`config.mk`:
```
export PLATFORM = sky130hd
export DESIGN_NAME = ddr_bank_switch
export DESIGN_NICKNAME = d
export VERILOG_FILES = /design/src/rtl/ddr_bank_pkg.sv /design/src/rtl/ddr_edge_det.sv /design/src/rtl/ddr_bank_switch.sv
export SDC_FILE = /design/constraint.sdc
export NUM_CORES = 1
export LEC_CHECK = 0
export BUFFER_PORTS_ARGS = -buffer_cell sky130_fd_sc_hd__buf_2
export CORE_MARGIN = 10
export CORE_UTILIZATION = 35
export CTS_BUF_LIST = sky130_fd_sc_hd__clkbuf_8
export DETAILED_ROUTE_END_ITERATION = 16
export GPL_TIMING_DRIVEN = 1
export PLACE_DENSITY_LB_ADDON = 0.25
export SLEW_MARGIN = 20
export SYNTH_ARGS = -nofsm -noshare
export SYNTH_HDL_FRONTEND = slang
export SYNTH_SLANG_ARGS = --single-unit
```
`constraint.sdc`:
```
create_clock -name DDR_CLK -period 1.3 [get_ports DDR_CLK]
set_input_delay 0.13 -clock DDR_CLK [delete_from_list [all_inputs] [get_ports DDR_CLK]]
set_output_delay 0.13 -clock DDR_CLK [all_outputs]
set_load 0.01 [all_outputs]
```
`src/rtl/ddr_bank_pkg.sv`:
```
// -----------------------------------------------------------------------------
// ddr_bank_pkg
//   Shared types and helpers for the DDR frame-buffer bank scheduler.
//   BANK_W           : width of a bank id (bank id = DDR addr[24:23])
//   bank_t           : bank id type
//   state_t          : scheduler FSM states
//   lowest_free_bank : lowest bank id below num_banks not in the exclusion set
// -----------------------------------------------------------------------------
package ddr_bank_pkg;

   localparam int unsigned BANK_W    = 2;
   localparam int unsigned MAX_BANKS = 1 << BANK_W;

   typedef logic [BANK_W-1:0] bank_t;

   typedef enum logic [1:0] {
      S_IDLE,
      S_UPDATE,
      S_LOAD
   } state_t;

   // Scans from the top down so the last hit is the lowest legal id.
   function automatic bank_t lowest_free_bank(input bank_t       ex_a,
                                              input bank_t       ex_b,
                                              input bank_t       ex_c,
                                              input int unsigned num_banks);
      bank_t res;
      res = '0;
      for (int i = MAX_BANKS - 1; i >= 0; i--) begin
         if ((unsigned'(i) < num_banks) &&
             (bank_t'(i) != ex_a) && (bank_t'(i) != ex_b) && (bank_t'(i) != ex_c)) begin
            res = bank_t'(i);
         end
      end
      return res;
   endfunction

endpackage

```
`src/rtl/ddr_edge_det.sv`:
```
// -----------------------------------------------------------------------------
// ddr_edge_det
//   Registers a level input through two flops and flags its rising edge.
//   DDR_CLK : clock
//   DDR_RST : asynchronous reset, active low
//   sig_i   : level input
//   rise_o  : high for one cycle after sig_i is first seen high
// -----------------------------------------------------------------------------
module ddr_edge_det (
   input  logic DDR_CLK,
   input  logic DDR_RST,
   input  logic sig_i,
   output logic rise_o
);

   logic d0_q;
   logic d1_q;

   always_ff @(posedge DDR_CLK or negedge DDR_RST) begin
      if (!DDR_RST) begin
         d0_q <= 1'b0;
         d1_q <= 1'b0;
      end else begin
         d0_q <= sig_i;
         d1_q <= d0_q;
      end
   end

   assign rise_o = d0_q & ~d1_q;

endmodule

```
`src/rtl/ddr_bank_switch.sv`:
```
// -----------------------------------------------------------------------------
// ddr_bank_switch
//   Frame-buffer bank scheduler. Owns the camera write bank and the display
//   read bank, never lets them coincide, hands the newest complete frame to
//   the reader, and turns end-of-frame levels into one-cycle load pulses.
//
//   Parameters
//     NUM_BANKS   : banks in rotation (3..4)
//     WR_BANK_RST : wr_bank after reset
//     RD_BANK_RST : rd_bank after reset (differs from WR_BANK_RST, < NUM_BANKS)
//   Ports
//     DDR_CLK          in   clock
//     DDR_RST          in   asynchronous reset, active low
//     frame_wr_done    in   writer end-of-frame level, held until wr_load
//     frame_rd_done    in   reader end-of-frame level
//     wr_bank          out  bank the writer fills
//     wr_load          out  one-cycle pulse: writer reloads its address
//     rd_bank          out  bank the reader drains
//     rd_load          out  one-cycle pulse: reader reloads its address
//     first_frame_done out  sticky, set by the first completed write frame
//     frame_cnt, drop_cnt, repeat_cnt  out  16-bit saturating statistics
//
//   Build option
//     DDR_BANK_STATS_EN : when defined, adds the three statistics counters.
// -----------------------------------------------------------------------------
module ddr_bank_switch
   import ddr_bank_pkg::*;
#(
   parameter int unsigned NUM_BANKS   = 3,
   parameter bank_t       WR_BANK_RST = 2'd0,
   parameter bank_t       RD_BANK_RST = 2'd1
) (
   input  logic              DDR_CLK,
   input  logic              DDR_RST,
   input  logic              frame_wr_done,
   input  logic              frame_rd_done,
   output logic [BANK_W-1:0] wr_bank,
   output logic              wr_load,
   output logic [BANK_W-1:0] rd_bank,
   output logic              rd_load,
   output logic              first_frame_done
`ifdef DDR_BANK_STATS_EN
   ,
   output logic [15:0]       frame_cnt,
   output logic [15:0]       drop_cnt,
   output logic [15:0]       repeat_cnt
`endif
);

   logic   wr_ev;
   logic   rd_ev;

   state_t state_q,       state_d;
   logic   wr_flag_q,     wr_flag_d;
   logic   rd_flag_q,     rd_flag_d;
   logic   wr_pend_q,     wr_pend_d;
   logic   rd_pend_q,     rd_pend_d;
   bank_t  wr_bank_q,     wr_bank_d;
   bank_t  rd_bank_q,     rd_bank_d;
   bank_t  ready_bank_q,  ready_bank_d;
   logic   ready_valid_q, ready_valid_d;
   logic   ffd_q,         ffd_d;
   logic   wr_load_q,     wr_load_d;
   logic   rd_load_q,     rd_load_d;

   // Bank selection for the current update, write part folded in first.
   logic   ready_valid_w;
   bank_t  ready_bank_w;
   logic   rd_swap;
   bank_t  rd_bank_nxt;
   bank_t  wr_bank_nxt;

   ddr_edge_det u_wr_edge (
      .DDR_CLK (DDR_CLK),
      .DDR_RST (DDR_RST),
      .sig_i   (frame_wr_done),
      .rise_o  (wr_ev)
   );

   ddr_edge_det u_rd_edge (
      .DDR_CLK (DDR_CLK),
      .DDR_RST (DDR_RST),
      .sig_i   (frame_rd_done),
      .rise_o  (rd_ev)
   );

   always_comb begin
      ready_valid_w = ready_valid_q;
      ready_bank_w  = ready_bank_q;
      if (wr_flag_q) begin
         ready_valid_w = 1'b1;
         ready_bank_w  = wr_bank_q;
      end
      rd_swap     = rd_flag_q && ready_valid_w && (ready_bank_w != rd_bank_q);
      rd_bank_nxt = rd_swap ? ready_bank_w : rd_bank_q;
      // The reader's previous bank is also skipped: on a simultaneous swap
      // the writer takes the remaining idle bank rather than the one the
      // display has only just released.
      wr_bank_nxt = lowest_free_bank(wr_bank_q, rd_bank_q, rd_bank_nxt, NUM_BANKS);
   end

   always_comb begin
      state_d       = state_q;
      wr_flag_d     = wr_flag_q;
      rd_flag_d     = rd_flag_q;
      wr_pend_d     = wr_pend_q;
      rd_pend_d     = rd_pend_q;
      wr_bank_d     = wr_bank_q;
      rd_bank_d     = rd_bank_q;
      ready_bank_d  = ready_bank_q;
      ready_valid_d = ready_valid_q;
      ffd_d         = ffd_q;
      wr_load_d     = 1'b0;
      rd_load_d     = 1'b0;

      unique case (state_q)
         S_IDLE: begin
            if (wr_ev || rd_ev || wr_pend_q || rd_pend_q) begin
               state_d   = S_UPDATE;
               wr_flag_d = wr_ev | wr_pend_q;
               rd_flag_d = rd_ev | rd_pend_q;
               wr_pend_d = 1'b0;
               rd_pend_d = 1'b0;
            end
         end
         S_UPDATE: begin
            state_d   = S_LOAD;
            wr_pend_d = wr_pend_q | wr_ev;
            rd_pend_d = rd_pend_q | rd_ev;
            if (wr_flag_q) begin
               wr_bank_d     = wr_bank_nxt;
               ready_bank_d  = wr_bank_q;
               ready_valid_d = 1'b1;
               ffd_d         = 1'b1;
            end
            if (rd_swap) begin
               rd_bank_d     = rd_bank_nxt;
               ready_valid_d = 1'b0;
            end
            // Registered so the pulse coincides with S_LOAD.
            wr_load_d = wr_flag_q;
            rd_load_d = rd_flag_q;
         end
         S_LOAD: begin
            state_d   = S_IDLE;
            wr_pend_d = wr_pend_q | wr_ev;
            rd_pend_d = rd_pend_q | rd_ev;
         end
         default: state_d = S_IDLE;
      endcase
   end

   always_ff @(posedge DDR_CLK or negedge DDR_RST) begin
      if (!DDR_RST) begin
         state_q       <= S_IDLE;
         wr_flag_q     <= 1'b0;
         rd_flag_q     <= 1'b0;
         wr_pend_q     <= 1'b0;
         rd_pend_q     <= 1'b0;
         wr_bank_q     <= WR_BANK_RST;
         rd_bank_q     <= RD_BANK_RST;
         ready_bank_q  <= WR_BANK_RST;
         ready_valid_q <= 1'b0;
         ffd_q         <= 1'b0;
         wr_load_q     <= 1'b0;
         rd_load_q     <= 1'b0;
      end else begin
         state_q       <= state_d;
         wr_flag_q     <= wr_flag_d;
         rd_flag_q     <= rd_flag_d;
         wr_pend_q     <= wr_pend_d;
         rd_pend_q     <= rd_pend_d;
         wr_bank_q     <= wr_bank_d;
         rd_bank_q     <= rd_bank_d;
         ready_bank_q  <= ready_bank_d;
         ready_valid_q <= ready_valid_d;
         ffd_q         <= ffd_d;
         wr_load_q     <= wr_load_d;
         rd_load_q     <= rd_load_d;
      end
   end

   assign wr_bank          = wr_bank_q;
   assign rd_bank          = rd_bank_q;
   assign wr_load          = wr_load_q;
   assign rd_load          = rd_load_q;
   assign first_frame_done = ffd_q;

`ifdef DDR_BANK_STATS_EN
   logic        upd_wr;
   logic        upd_rd;
   logic [15:0] frame_cnt_q;
   logic [15:0] drop_cnt_q;
   logic [15:0] repeat_cnt_q;

   assign upd_wr = (state_q == S_UPDATE) && wr_flag_q;
   assign upd_rd = (state_q == S_UPDATE) && rd_flag_q;

   always_ff @(posedge DDR_CLK or negedge DDR_RST) begin
      if (!DDR_RST) begin
         frame_cnt_q  <= '0;
         drop_cnt_q   <= '0;
         repeat_cnt_q <= '0;
      end else begin
         if (upd_wr && (frame_cnt_q != '1)) begin
            frame_cnt_q <= frame_cnt_q + 16'd1;
         end
         // An unread ready frame is being replaced.
         if (upd_wr && ready_valid_q && (drop_cnt_q != '1)) begin
            drop_cnt_q <= drop_cnt_q + 16'd1;
         end
         if (upd_rd && !rd_swap && (repeat_cnt_q != '1)) begin
            repeat_cnt_q <= repeat_cnt_q + 16'd1;
         end
      end
   end

   assign frame_cnt  = frame_cnt_q;
   assign drop_cnt   = drop_cnt_q;
   assign repeat_cnt = repeat_cnt_q;
`endif

endmodule

```
==> results.md <==
* Die height at 71.3 um
* Max_cap viols at 0
* RSZ-0062 raised after global routing: true
* Post-layout instance area at 0.00130 sq mm
* Worst setup path start: wr_flag_q$_DFFE_PN0P_
* Vias at 678
* Final period util at 1.11
* Core area at 0.00250 sq mm
* Fraction of layout cells with a size suffix above 1 at 0.455
* CTS Sinks at 20
* Status: finished with violations
* Most frequent cells in the layout: dfrtp_1 (18), buf_4 (16), buf_2 (10)
* Area Growth Syn to Fin at 40.7%
* First-pass GRT wire length at 3310 um
* Post-route ant nets at 0
* Failing checks: negative setup slack
* Critical path arrival at 1.59 ns
* Worst setup EP type: flop
* Register area share after synthesis at 0.544
* Type of the worst setup path: reg2reg
* DR WL/cell at 14.4 um
* Critical Path RT at 1.46 ns
* Yosys reg bits at 20
* H-tree depth at 1
* Distinct cell type count after synthesis at 31
* Port-buffer cells at 10
* CTS tree: done
* Critical path fanouts, max at 7
* Setup Total Neg Slack at -0.531 ns
* Die Area at 0.00509 sq mm
* Placed cell area at 0.00111 sq mm
* CTS root buffer: clkbuf_8
* Pins Over Slew Limit at 0
* PwrDens at 2760 mW/mm^2
* Number of global-route vias before repair at 683
* Average size of a mapped cell at 11.7 sq um
* Initial antenna violation count at 0
* Drt total wl at 2040 um
* Min cycle time layout at 1.44 ns
* Max Fclk at 0.696 GHz
* Slew headroom at 0.700
* Mapped Nets at 86
* Initial cell density of the core at 0.369
* Via/cell ratio at 4.77
* Setup WS post-layout at -0.137 ns
* Startpoint type of the worst setup path: flop
* ANT cells at 0
* Nets@finish at 120
* Ys Warns at 0
* Leakage power at 0.620 nW
* Clock buffer depth at 2
* Grt ovf at 0
* FF-to-FF Start: wr_flag_q$_DFFE_PN0P_
* Clock Pin Slew Worst Setup and Hold Paths at 0.08 ns
* Final Setup Violations at 5
* Rows at 18
* First-pass DRT Iterations at 4
* Total CTS buffers at 3
* Commonest non-fill, non-tap cell in the layout: dfrtp_1
* Worst Tran Pin Value at 0.449 ns
* Layout Skew at 0.00305 ns
* Mapped Area at 922 sq um
* GP Congestion at 0.734
* Worst-Skew Late Latency at 0.25 ns
* I/O pin count at 11
* DP HPWL at 1340 um
* Worst min-delay path class: in2async
* Fin. Hold Viols at 0
* Maximum vdd drop at 1.35 mV
* Tot GR Track Use at 0.0788
* # DRC at 0
* Die X at 71.3 um
* Filler cells at 211
* Largest net degree at the start of global routing at 21
* Initial DRC Count at 23
* Synthesized instance count at 79
-- worst paths after layout --
path	end	slack, ns	depth (start not counted)
worst min register to register	u_rd_edge.d1_q$_DFF_PN0_	0.38	0
max in group asynchronous	rd_bank[0]$_DFFE_PN1P_	0.61	2
worst max register to register	wr_bank[0]$_DFFE_PN0P_	-0.14	4
worst min-delay path	rd_pend_q$_DFFE_PN0P_	0.35	2
min in group DDR_CLK	u_rd_edge.d1_q$_DFF_PN0_	0.38	0
worst max-delay path	wr_bank[0]$_DFFE_PN0P_	-0.14	4
-- cell type report --
cell class / count / area [sq um] / share of cell area
clock buffer: 3 / 41.3 / 0.0318
clock inverter: 1 / 30.0 / 0.0231
inverter: 8 / 30.0 / 0.0231
multi-input combinational: 50 / 444 / 0.342
sequential: 20 / 503 / 0.388
tap: 30 / 37.5 / 0.0289
timing repair buffer: 30 / 211 / 0.163
-- report_power, final --
group | leakage, nW | switching [mW] | internal, mW
Combinational | 0.345 | 0.860 | 1.02
Clock | 0.0357 | 0.205 | 0.411
Sequential | 0.240 | 0.239 | 0.854
Total | 0.620 | 1.30 | 2.28
-- synthesized netlist by cell type, drive strengths merged --
master   number  area [sq um]
buf           1          11.3
ha            3          37.5
nand4bb       2          22.5
nand2b        1          6.26
a32o          1          10.0
o21ai         6          30.0
o21a          1          7.51
dfrtp        19           475
dfstp         1          26.3
inv           8          30.0
o211ai        1          12.5
nor2b         1          6.26
nand2         8          30.0
xnor2         1          8.76
o31ai         1          7.51
a221oi        1          8.76
o221a         1          11.3
o22ai         2          12.5
nand3b        1          7.51
nand3         1          5.00
and2          1          6.26
a21oi         3          18.8
mux2i         5          62.6
nor2          4          15.0
xor2          1          8.76
mux2          3          37.5
a31oi         1          6.26
-- state kept, by name, summed over array words and instances (netlist names), 2 cells and up --
register      cells
state_q           2
ready_bank_q      2
wr_bank           2
rd_bank           2
-- stage by stage --
stage,setup slack [ns],util,power (mW),hold slack (ns),std cells
2_1_floorplan,-0.123,-,2.01,-0.166,79
3_3_place_gp,-0.154,0.444,2.58,0.103,133
3_5_place_dp,-0.163,0.444,2.61,0.0995,133
4_1_cts,-0.123,0.499,3.41,0.368,141
5_1_grt,-0.187,0.519,3.83,0.386,142
6_report,-0.137,0.519,3.59,0.352,142
-- what timing repair did --
action	4_1_cts	5_1_grt
buffers inserted	1	1
endpoints found under the setup margin	6	9
hold endpoints to repair	21	0
resized for setup	9	11
hold buffers	3	0
pin swaps	5	2
cloned	0	0
-- cells by family after synthesis --
| kind of cell | Yosys count | synth area share |
|---|---|---|
| buffers and inverters | 9 | 0.0448 |
| XOR/XNOR | 2 | 0.0190 |
| multiplexers | 8 | 0.109 |
| AO/OA/AOI/OAI | 18 | 0.136 |
| flip-flops | 20 | 0.544 |
| adder cells (fa/ha/maj) | 3 | 0.0407 |
| AND/OR/NAND/NOR | 19 | 0.107 |
-- metal layers --
| metal | part of all wire | track usage | vias up |
|---|---|---|---|
| li1 | - | - | 344 |
| met1 | 0.47 | 0.0986 | 317 |
| met2 | 0.48 | 0.122 | 15 |
| met3 | 0.036 | 0.0207 | 2 |
| met4 | 0.0093 | 0.0387 | 0 |
| met5 | 0 | 0 | - |
-- critical path, stage by stage, from the launching register on --
cell	delay (ns)
dfrtp_2	0.48
o21a_1	0.25
o221a_4	0.25
mux2i_1	0.13
o31ai_1	0.22
Note: power is estimated with default switching activity, not from simulation.
